[src/rtl/mem_arbiter_if.sv]
// Bundles the instruction-fetch port, the data read/write ports and the mem1port side of the arbiter.
// The slave modport is the arbiter's view; the master modport is the cores/RAM view.
interface mem_arbiter_if;
  logic        i_rready;
  logic [29:0] i_raddr;
  logic        i_rack;
  logic        i_rresp;
  logic [31:0] i_rdata;

  logic        d_rready;
  logic [29:0] d_raddr;
  logic        d_rack;
  logic        d_rresp;
  logic [31:0] d_rdata;

  logic        d_wready;
  logic [29:0] d_waddr;
  logic [31:0] d_wdata;
  logic [3:0]  d_wstrb;
  logic        d_wack;

  logic        mem_ready;
  logic        mem_we;
  logic [29:0] mem_addr;
  logic [31:0] mem_wdata;
  logic [3:0]  mem_wstrb;
  logic        mem_rresp;
  logic [31:0] mem_rdata;

  modport slave (
    input  i_rready, i_raddr, d_rready, d_raddr,
    input  d_wready, d_waddr, d_wdata, d_wstrb,
    input  mem_rresp, mem_rdata,
    output i_rack, i_rresp, i_rdata, d_rack, d_rresp, d_rdata, d_wack,
    output mem_ready, mem_we, mem_addr, mem_wdata, mem_wstrb
  );

  modport master (
    output i_rready, i_raddr, d_rready, d_raddr,
    output d_wready, d_waddr, d_wdata, d_wstrb,
    output mem_rresp, mem_rdata,
    input  i_rack, i_rresp, i_rdata, d_rack, d_rresp, d_rdata, d_wack,
    input  mem_ready, mem_we, mem_addr, mem_wdata, mem_wstrb
  );
endinterface

[src/rtl/mem_arbiter.sv]
// Shares one single-port RAM between instruction fetch and the data port, with a one-entry
// posted write buffer and a starvation bound on instruction fetches.
module mem_arbiter #(
  parameter int STARVE_MAX = 4
) (
  input  logic          clk,
  input  logic          resetb,
  mem_arbiter_if.slave  bus
);
  localparam int CW = $clog2(STARVE_MAX + 1);
  localparam logic [CW-1:0] STARVE_LIM = CW'(STARVE_MAX);

  typedef enum logic [1:0] {GNT_NONE, GNT_WB, GNT_I, GNT_D} grant_e;

  logic          r_wb_valid;
  logic [29:0]   r_wb_addr;
  logic [31:0]   r_wb_data;
  logic [3:0]    r_wb_strb;
  logic          r_owner;
  logic [CW-1:0] r_starve_cnt;

  grant_e        w_grant;
  logic          w_d_hit;
  logic          w_wack;
  logic          w_capture;
  logic [29:0]   w_mem_addr;
  logic [31:0]   w_mem_wdata;
  logic [3:0]    w_mem_wstrb;

  assign w_d_hit = r_wb_valid && (bus.d_raddr == r_wb_addr);

  // Nothing is granted while reset is held, so every ack and mem_* output stays low.
  always_comb begin
    w_grant = GNT_NONE;
    if (!resetb) begin
      w_grant = GNT_NONE;
    end else if (r_wb_valid && (bus.d_wready || (!bus.i_rready && !bus.d_rready) ||
                                (bus.d_rready && w_d_hit))) begin
      w_grant = GNT_WB;
    end else if (bus.i_rready && r_starve_cnt == STARVE_LIM) begin
      w_grant = GNT_I;
    end else if (bus.d_rready && !w_d_hit) begin
      w_grant = GNT_D;
    end else if (bus.i_rready) begin
      w_grant = GNT_I;
    end else if (r_wb_valid) begin
      w_grant = GNT_WB;
    end
  end

  always_comb begin
    w_mem_addr  = '0;
    w_mem_wdata = '0;
    w_mem_wstrb = '0;
    case (w_grant)
      GNT_WB: begin
        w_mem_addr  = r_wb_addr;
        w_mem_wdata = r_wb_data;
        w_mem_wstrb = r_wb_strb;
      end
      GNT_I:   w_mem_addr = bus.i_raddr;
      GNT_D:   w_mem_addr = bus.d_raddr;
      default: w_mem_addr = '0;
    endcase
  end

  assign w_wack    = resetb && bus.d_wready && (!r_wb_valid || w_grant == GNT_WB);
  assign w_capture = w_wack && (bus.d_wstrb != 4'h0);

  assign bus.mem_ready = (w_grant != GNT_NONE);
  assign bus.mem_we    = (w_grant == GNT_WB);
  assign bus.mem_addr  = w_mem_addr;
  assign bus.mem_wdata = w_mem_wdata;
  assign bus.mem_wstrb = w_mem_wstrb;
  assign bus.i_rack    = (w_grant == GNT_I);
  assign bus.d_rack    = (w_grant == GNT_D);
  assign bus.d_wack    = w_wack;
  assign bus.i_rresp   = resetb && bus.mem_rresp && !r_owner;
  assign bus.d_rresp   = resetb && bus.mem_rresp && r_owner;
  assign bus.i_rdata   = bus.mem_rdata;
  assign bus.d_rdata   = bus.mem_rdata;

  // A drain and a new capture can happen in the same cycle; the capture wins.
  always_ff @(posedge clk or negedge resetb) begin
    if (!resetb) begin
      r_wb_valid <= 1'b0;
      r_wb_addr  <= '0;
      r_wb_data  <= '0;
      r_wb_strb  <= '0;
    end else if (w_capture) begin
      r_wb_valid <= 1'b1;
      r_wb_addr  <= bus.d_waddr;
      r_wb_data  <= bus.d_wdata;
      r_wb_strb  <= bus.d_wstrb;
    end else if (w_grant == GNT_WB) begin
      r_wb_valid <= 1'b0;
    end
  end

  always_ff @(posedge clk or negedge resetb) begin
    if (!resetb) begin
      r_owner <= 1'b0;
    end else if (w_grant == GNT_I || w_grant == GNT_D) begin
      r_owner <= (w_grant == GNT_D);
    end
  end

  always_ff @(posedge clk or negedge resetb) begin
    if (!resetb) begin
      r_starve_cnt <= '0;
    end else if (!bus.i_rready || w_grant == GNT_I) begin
      r_starve_cnt <= '0;
    end else if (r_starve_cnt != STARVE_LIM) begin
      r_starve_cnt <= r_starve_cnt + 1'b1;
    end
  end
endmodule

[src/flat_wrapper.sv]
// flat-port wrapper written by rule: the top's interface ports become plain ports
module mem_arbiter_flat 
#(
  parameter int STARVE_MAX = 4
)
  (clk, resetb, bus_i_rready, bus_i_raddr, bus_d_rready, bus_d_raddr, bus_d_wready, bus_d_waddr, bus_d_wdata, bus_d_wstrb, bus_mem_rresp, bus_mem_rdata, bus_i_rack, bus_i_rresp, bus_i_rdata, bus_d_rack, bus_d_rresp, bus_d_rdata, bus_d_wack, bus_mem_ready, bus_mem_we, bus_mem_addr, bus_mem_wdata, bus_mem_wstrb);
  mem_arbiter_if bus_i ();
  input  logic clk;
  input  logic resetb;
  input wire logic [$bits(bus_i.i_rready)-1:0] bus_i_rready;
  input wire logic [$bits(bus_i.i_raddr)-1:0] bus_i_raddr;
  input wire logic [$bits(bus_i.d_rready)-1:0] bus_d_rready;
  input wire logic [$bits(bus_i.d_raddr)-1:0] bus_d_raddr;
  input wire logic [$bits(bus_i.d_wready)-1:0] bus_d_wready;
  input wire logic [$bits(bus_i.d_waddr)-1:0] bus_d_waddr;
  input wire logic [$bits(bus_i.d_wdata)-1:0] bus_d_wdata;
  input wire logic [$bits(bus_i.d_wstrb)-1:0] bus_d_wstrb;
  input wire logic [$bits(bus_i.mem_rresp)-1:0] bus_mem_rresp;
  input wire logic [$bits(bus_i.mem_rdata)-1:0] bus_mem_rdata;
  output wire logic [$bits(bus_i.i_rack)-1:0] bus_i_rack;
  output wire logic [$bits(bus_i.i_rresp)-1:0] bus_i_rresp;
  output wire logic [$bits(bus_i.i_rdata)-1:0] bus_i_rdata;
  output wire logic [$bits(bus_i.d_rack)-1:0] bus_d_rack;
  output wire logic [$bits(bus_i.d_rresp)-1:0] bus_d_rresp;
  output wire logic [$bits(bus_i.d_rdata)-1:0] bus_d_rdata;
  output wire logic [$bits(bus_i.d_wack)-1:0] bus_d_wack;
  output wire logic [$bits(bus_i.mem_ready)-1:0] bus_mem_ready;
  output wire logic [$bits(bus_i.mem_we)-1:0] bus_mem_we;
  output wire logic [$bits(bus_i.mem_addr)-1:0] bus_mem_addr;
  output wire logic [$bits(bus_i.mem_wdata)-1:0] bus_mem_wdata;
  output wire logic [$bits(bus_i.mem_wstrb)-1:0] bus_mem_wstrb;
  assign bus_i.i_rready = bus_i_rready;
  assign bus_i.i_raddr = bus_i_raddr;
  assign bus_i.d_rready = bus_d_rready;
  assign bus_i.d_raddr = bus_d_raddr;
  assign bus_i.d_wready = bus_d_wready;
  assign bus_i.d_waddr = bus_d_waddr;
  assign bus_i.d_wdata = bus_d_wdata;
  assign bus_i.d_wstrb = bus_d_wstrb;
  assign bus_i.mem_rresp = bus_mem_rresp;
  assign bus_i.mem_rdata = bus_mem_rdata;
  assign bus_i_rack = bus_i.i_rack;
  assign bus_i_rresp = bus_i.i_rresp;
  assign bus_i_rdata = bus_i.i_rdata;
  assign bus_d_rack = bus_i.d_rack;
  assign bus_d_rresp = bus_i.d_rresp;
  assign bus_d_rdata = bus_i.d_rdata;
  assign bus_d_wack = bus_i.d_wack;
  assign bus_mem_ready = bus_i.mem_ready;
  assign bus_mem_we = bus_i.mem_we;
  assign bus_mem_addr = bus_i.mem_addr;
  assign bus_mem_wdata = bus_i.mem_wdata;
  assign bus_mem_wstrb = bus_i.mem_wstrb;
  mem_arbiter #(.STARVE_MAX(STARVE_MAX)) u_core (.clk(clk), .resetb(resetb), .bus(bus_i));
endmodule
[config.mk]
export PLATFORM = sky130hd
export DESIGN_NAME = mem_arbiter_flat
export DESIGN_NICKNAME = d
export VERILOG_FILES = /design/src/rtl/mem_arbiter_if.sv /design/src/rtl/mem_arbiter.sv /design/src/flat_wrapper.sv
export SDC_FILE = /design/constraint.sdc
export NUM_CORES = 1
export LEC_CHECK = 0
export ABC_AREA = 1
export CAP_MARGIN = 10
export CORE_AREA = 2 2 123 125
export DETAILED_ROUTE_END_ITERATION = 8
export DIE_AREA = 0 0 125 127
export PLACE_DENSITY = 0.78
export SYNTH_ARGS = -nofsm -noshare
export SYNTH_HDL_FRONTEND = slang
export SYNTH_SLANG_ARGS = --single-unit
[constraint.sdc]
create_clock -name clk -period 2.2 [get_ports clk]
set_clock_uncertainty 0.2 [all_clocks]
set_input_delay 0.44 -clock clk [delete_from_list [all_inputs] [get_ports clk]]
set_output_delay 0.44 -clock clk [all_outputs]
set_load 0.02 [all_outputs]
==> out/metrics.cfg, run 1 <==
[clock_network]
cts-buffers-inserted = 9
clock_sinks = 71
h-tree-depth = 3
clkSlewWorstSetupHoldPaths_ps = 60
cts_max_path_buffers = 2
clock-root-buffer = clkbuf_16
cts_tree = yes
insertion_delay_ps = 340

[logic_synthesis]
ys_warn_count = 0
yosysSeqAreaShare_pct = 35.3
synth_cell_types = 30
synth_area_per_cell_um2 = 7.23
syn_inst = 697
yosys_register_bits = 71
syn_area_mm2 = 0.00504
syn_nets = 863

[drt]
wl_per_cell_um = 17.6
routed_wl_mm = 19.8
avgViaCountPerCell = 4.98
first_iter_violations = 216
drt_first_pass_iters = 4
num_vias = 5585
drc = 0
drtAntennaViolNets = 0

[die]
start_util_pct = 34.9
die-area_mm2 = 0.0159
die_w_um = 125
core_mm2 = 0.0144
boundaryPins = 301
core.rowCount = 44
die_h_um = 127

[critical_path]
crit_required_ps = 1560
worstPathArrival_ps = 2420
r2r_end = u_core.r_starve_cnt[1]
reg2reg_slack_ps = -180
crit_chain = xnor2_2 > nand2_1 > nor2_1 > nand2_1 > nor2_2 > nand3_2 > nand2_2 > nand2_4 > nand2_4 > nand3_4 > buf_12 > buf_16 > nor2_2 > buf_4
reg2reg_from = u_core.r_wb_addr[3]
cpMaxStageDelayCell = dfrtp_1
critPathCaptureType = primary output
worst-path-buf-inv = 3
max_stage_delay_ps = 400
reg2reg_depth = 15
critPathLaunchType = flip-flop
critPathKind = reg -> out
cp_max_fo = 7
cp_top_family = simple AND/OR/NAND/NOR gates

[placement]
finalWeightedCongestion = 0.886
io_buffer_count = 204
dp_hpwl_mm = 14.0
dp.cells = 1071
dp_worst_setup_slack_ps = -1640

[status]
status = finished, violations left
violations = setup timing

[timing]
clock.fmax_ghz = 0.326
timing.final.max_slew_violations = 0
rsz0062_at_grt = yes
fin_crit_ps = 3060
finalSetupViolCount = 75
max_slew_margin_pct = 69.5
max_slew.worst_pin.slew_ps = 457
layout_setup_ws_ps = -865
period_share_pct = 139
hold_viol = 0

[grt]
grt_max_degree = 49
first_global_vias = 5526
grt-ovfl-total = 0
antenna_found_initial = 4
grt_first_pass_wirelength_mm = 29.6
groute.usage.overall_pct = 23.8

[pwr]
p_per_area_mw_per_mm2 = 640
netSwitchingFraction_pct = 36.0
max-vdd-ir-drop_uv = 368
clkPwrFrac_pct = 24.1
p_int_mw = 3.58
combPwrFrac_pct = 47.1
p_sw_mw = 2.01
seq_power_share_pct = 28.8
p_leak_nw = 4.38
fin_total_pwr_mw = 5.60

[layout]
final_cell_mix = 101 x buf_4, 100 x clkdlybuf4s50_1, 92 x nand4_1, 79 x inv_1, 76 x buf_6
drive_above_1_share_pct = 37.6
area_growth_syn_to_layout_pct = 73.5
fin_cells = 1121
finalNetCount = 1097
final_common_cell = buf_4
final_core_util_pct = 60.6

[min_path]
hp-class = in -> async

[flow_run]
maxCapViolCount = 0

-- worst min-delay path, stage by stage --
cell	delay [ps]
buf_4	110
buf_4	140
buf_12	240
-- worst max-delay path by stage --
stage,endpoint,start,cells after the start
after floorplan,bus_mem_wdata[24],bus_d_raddr[4],14
after global placement,bus_mem_addr[24],bus_d_raddr[5],14
after detailed placement,bus_mem_addr[26],bus_d_raddr[6],17
after CTS,bus_mem_wdata[3],u_core.r_wb_addr[13],15
final,bus_mem_wdata[3],u_core.r_wb_addr[3],14
after global routing,bus_mem_wdata[1],u_core.r_wb_addr[19],17
-- cells by family after synthesis --
logic type / after synthesis / synth area share (%)
buf+inv: 209 / 21.4
simple gates: 334 / 32.5
flops: 71 / 35.3
xor+xnor: 11 / 1.91
compound gates: 61 / 6.38
mux: 9 / 2.01
fa+ha+maj: 2 / 0.496
-- power groups by stage --
stage,clock network (mW),registers (mW),logic (mW)
after detailed placement,0,1.63,2.29
after floorplan,0,1.61,1.33
after global placement,0,1.62,2.27
final,1.35,1.61,2.64
after global routing,1.45,1.63,2.83
after CTS,1.39,1.61,2.51
-- registers in the layout, summed over array words and instances, names as in the netlist --
register / cells
u_core.r_wb_data: 32
u_core.r_wb_addr: 30
u_core.r_wb_strb: 4
u_core.r_starve_cnt: 3
u_core.r_owner: 1
u_core.r_wb_valid: 1
-- area by class of cell --
class	count	area, um^2
inverter	99	389
tap	184	230
sequential	71	1780
multi-input combinational	417	2720
clock inverter	4	22.5
antenna	2	5.00
timing repair buffer	333	3360
clock buffer	11	243
fill	1264	5680
-- cells in the mapped netlist, drive strengths merged --
master / instances / share of area (%)
clkinv: 1 / 0.074
nand3b: 1 / 0.15
a31oi: 1 / 0.12
xor2: 2 / 0.35
clkbuf: 23 / 1.7
nand3: 36 / 3.7
o41ai: 1 / 0.32
xnor2: 9 / 1.6
nand2: 94 / 7.2
a21oi: 59 / 5.9
ha: 2 / 0.50
nand4: 92 / 11
dfrtp: 71 / 35
inv: 98 / 7.3
mux2: 9 / 2.0
nor3: 2 / 0.20
nor2: 109 / 9.9
buf: 87 / 12
-- layer usage --
metal	routed length, um	track usage, %	up-vias
met5	27	0	-
met2	10100	42.2	265
met4	678	7.97	4
met1	7240	26.6	2561
met3	1700	8.71	63
li1	-	-	2692
-- timing repair --
action                     in CTS  in global routing
setup endpoints to repair      78                 76
hold buffers                    1                  0
gates cloned                    5                  5
buffers inserted               13                 14
hold endpoints to repair        4                  0
gates resized for setup       468                 49
pin swaps                      26                 36
-- stage by stage --
stage / TNS [ps] / instance area [um^2] / hold WS [ps]
floorplan: -10090 / 5390 / -55.6
global placement: -111200 / 7770 / 266
detailed placement: -114330 / 7770 / 266
CTS: -58100 / 8450 / 30.1
global route: -68990 / 8740 / 36.0
finish: -57710 / 8740 / 18.7
Note: power is estimated with default switching activity, not from simulation.
==> inputs of run 2 (changes only) <==
--- a/config.mk
+++ b/config.mk
@@ -7,10 +7,13 @@
 export LEC_CHECK = 0
 export ABC_AREA = 1
 export CAP_MARGIN = 10
-export CORE_AREA = 2 2 123 125
+export CELL_PAD_IN_SITES_DETAIL_PLACEMENT = 0
+export CELL_PAD_IN_SITES_GLOBAL_PLACEMENT = 1
+export CORE_AREA = 2 2 152 154
 export DETAILED_ROUTE_END_ITERATION = 8
-export DIE_AREA = 0 0 125 127
-export PLACE_DENSITY = 0.78
+export DIE_AREA = 0 0 154 156
+export GPL_ROUTABILITY_DRIVEN = 0
+export PLACE_DENSITY_LB_ADDON = 0.1
 export SYNTH_ARGS = -nofsm -noshare
 export SYNTH_HDL_FRONTEND = slang
 export SYNTH_SLANG_ARGS = --single-unit
==> out/metrics.cfg, run 2 (synthesis gave the netlist of run 1 again) <==
[flow_run]
maxCapViolCount = 0  ; unchanged

[die]
die-area_mm2 = 0.0240  ; +51%
core_mm2 = 0.0224  ; +55%
start_util_pct = 22.5  ; -12 points
boundaryPins = 301  ; unchanged
die_w_um = 154  ; +23%
core.rowCount = 55  ; +25%
die_h_um = 156  ; +23%

[clock_network]
clock_sinks = 71  ; unchanged
insertion_delay_ps = 340  ; about the same
cts-buffers-inserted = 9  ; unchanged
h-tree-depth = 3  ; unchanged
clkSlewWorstSetupHoldPaths_ps = 70  ; about the same
clock-root-buffer = clkbuf_16
cts_max_path_buffers = 2  ; unchanged
cts_tree = yes

[layout]
fillerInstances = 2283  ; +81%
multi_input_area_mm2 = 0.00277  ; +1.9%
finalNetCount = 1106  ; +0.82%
final_core_util_pct = 40.9  ; -20 points
drive_above_1_share_pct = 39.5  ; +1.8 points
largest_reg_flops = 32  ; unchanged
area_growth_syn_to_layout_pct = 81.7
final_common_cell = buf_4
register_area_mm2 = 0.00178  ; unchanged
regMostFlops = u_core.r_wb_data
final_cell_mix = 105 x buf_4, 100 x clkdlybuf4s50_1, 92 x nand4_1, 73 x inv_1
reg_top3 = u_core.r_wb_data x32, u_core.r_wb_addr x30, u_core.r_wb_strb x4

[drt]
drt_first_pass_iters = 4  ; unchanged
routed_wl_mm = 20.6  ; +4.2%
drc = 0  ; unchanged
avgViaCountPerCell = 4.45  ; -11%
drtAntennaViolNets = 0  ; unchanged
wl_per_cell_um = 16.7  ; -5.2%
num_vias = 5486  ; -1.8%
first_iter_violations = 241  ; +12%

[pwr]
p_per_area_mw_per_mm2 = 648  ; +1.1%
p_leak_nw = 4.48  ; +2.2%
fin_total_pwr_mw = 5.93  ; +5.9%
max-vdd-ir-drop_uv = 463  ; +26%

[grt]
grt_max_degree = 46  ; -6.1%
grt_first_pass_wirelength_mm = 31.1  ; +5.1%
first_global_vias = 5709  ; +3.3%
antenna_found_initial = 2  ; -2
grt-ovfl-total = 0  ; unchanged
groute.usage.overall_pct = 16.5  ; -7.3 points

[timing]
period_share_pct = 143  ; +3.5 points
clock.fmax_ghz = 0.318  ; -2.5%
timing.final.max_slew_violations = 0  ; unchanged
layout_setup_ws_ps = -942  ; -77.3 ps
rsz0062_at_grt = yes
finalSetupViolCount = 75  ; unchanged
max_slew_margin_pct = 56.3  ; -13 points
hold_viol = 0  ; unchanged
fin_crit_ps = 3140  ; +77.3 ps
max_slew.worst_pin.slew_ps = 653  ; +196 ps
whs_ps = 13.4  ; -5.22 ps

[critical_path]
critPathKind = reg -> out
worstPathArrival_ps = 2500  ; +80 ps
cp_max_fo = 5  ; -2
crit_required_ps = 1560  ; about the same
critPathLaunchType = flip-flop
critPathCaptureType = primary output

[placement]
dp_worst_setup_slack_ps = -1670  ; -29.5 ps
io_buffer_count = 204  ; unchanged
dp_hpwl_mm = 14.7  ; +4.7%

[min_path]
hp-class = in -> async

[status]
violations = setup timing
status = finished, violations left

run 2: changes by cell type in the layout (fill, tap and decap cells not counted), sizes merged, moves of 2 or more:
cell,before,now
inv,98,100
clkbuf,15,13
buf,196,204
dlygate4sd2,31,29
dlygate4sd3,1,3
run 2: layout make-up:
type | count | share of cell area [%]
diodes | 2 | 0.0547
clock buffers | 9 | 2.46
clock inverters | 7 | 0.875
inverters | 99 | 4.25
multi-input cells | 417 | 30.2
flip-flops and latches | 71 | 19.4
well taps | 285 | 3.89
repair buffers | 342 | 38.8
run 2: power breakdown:
group          switching [mW]  internal (mW)  total [mW]
Clock                   0.637          0.891        1.53
Sequential              0.112           1.50        1.61
Combinational            1.39           1.41        2.79
run 2: path summary, 6_finish.rpt:
path                       slack [ps]  depth (start not counted)                     end            startpoint
setup / recovery                 -940                         15        bus_mem_addr[18]  u_core.r_wb_addr[17]
hold / removal                     10                          3    u_core.r_wb_addr[29]                resetb
setup reg to reg                 -140                         15  u_core.r_starve_cnt[1]  u_core.r_wb_addr[17]
hold reg to reg                   280                          2     u_core.r_wb_strb[1]   u_core.r_wb_strb[1]
max in group asynchronous         660                          3    u_core.r_wb_addr[11]                resetb
min in group clk                  280                          2     u_core.r_wb_strb[1]   u_core.r_wb_strb[1]
run 2: per-layer routing:
| metal | GRT usage, % | wire (um) | vias to the layer above |
|---|---|---|---|
| met1 | 20.0 | 8810 | 2586 |
| li1 | - | - | 2695 |
| met3 | 5.00 | 1410 | 25 |
| met4 | 5.25 | 298 | 0 |
| met5 | 0 | 0 | - |
| met2 | 28.1 | 10100 | 180 |
run 2: what timing repair did:
action / CTS / global route
cloned: 6 / 4
resized for setup: 453 / 98
endpoints found under the setup margin: 78 / 76
buffers inserted: 16 / 12
endpoints found under the hold margin: 15 / 0
hold buffers: 3 / 0
pin swaps: 14 / 48
run 2: per-stage QoR:
| stage | area (um^2) | TNS (ps) | cells |
|---|---|---|---|
| detailed placement | 8020 | -121710 | 1177 |
| CTS | 8790 | -65320 | 1218 |
| global route | 9150 | -68820 | 1230 |
| global placement | 8020 | -117080 | 1177 |
| finish | 9160 | -59930 | 1232 |
| floorplan | 5390 | -10090 | 697 |
run 2: critical path: stages (launching register included):
cell	delay [ps]
dfrtp_1	410
xnor2_2	170
nand2_1	80
nor2_1	130
nand2_2	100
nor2_4	160
nand2_2	100
nand2_4	90
nand2_2	70
nand2_4	110
nand2_8	80
buf_4	140
buf_4	130
nand4_1	140
nand3_2	100
buf_6	140
==> inputs of run 3 (changes only) <==
--- a/config.mk
+++ b/config.mk
@@ -6,7 +6,7 @@
 export NUM_CORES = 1
 export LEC_CHECK = 0
 export ABC_AREA = 1
-export CAP_MARGIN = 10
+export CAP_MARGIN = 20
 export CELL_PAD_IN_SITES_DETAIL_PLACEMENT = 0
 export CELL_PAD_IN_SITES_GLOBAL_PLACEMENT = 1
 export CORE_AREA = 2 2 152 154
==> results of run 3 <==
The final DEF is identical to that of run 2; final timing and power are the same.
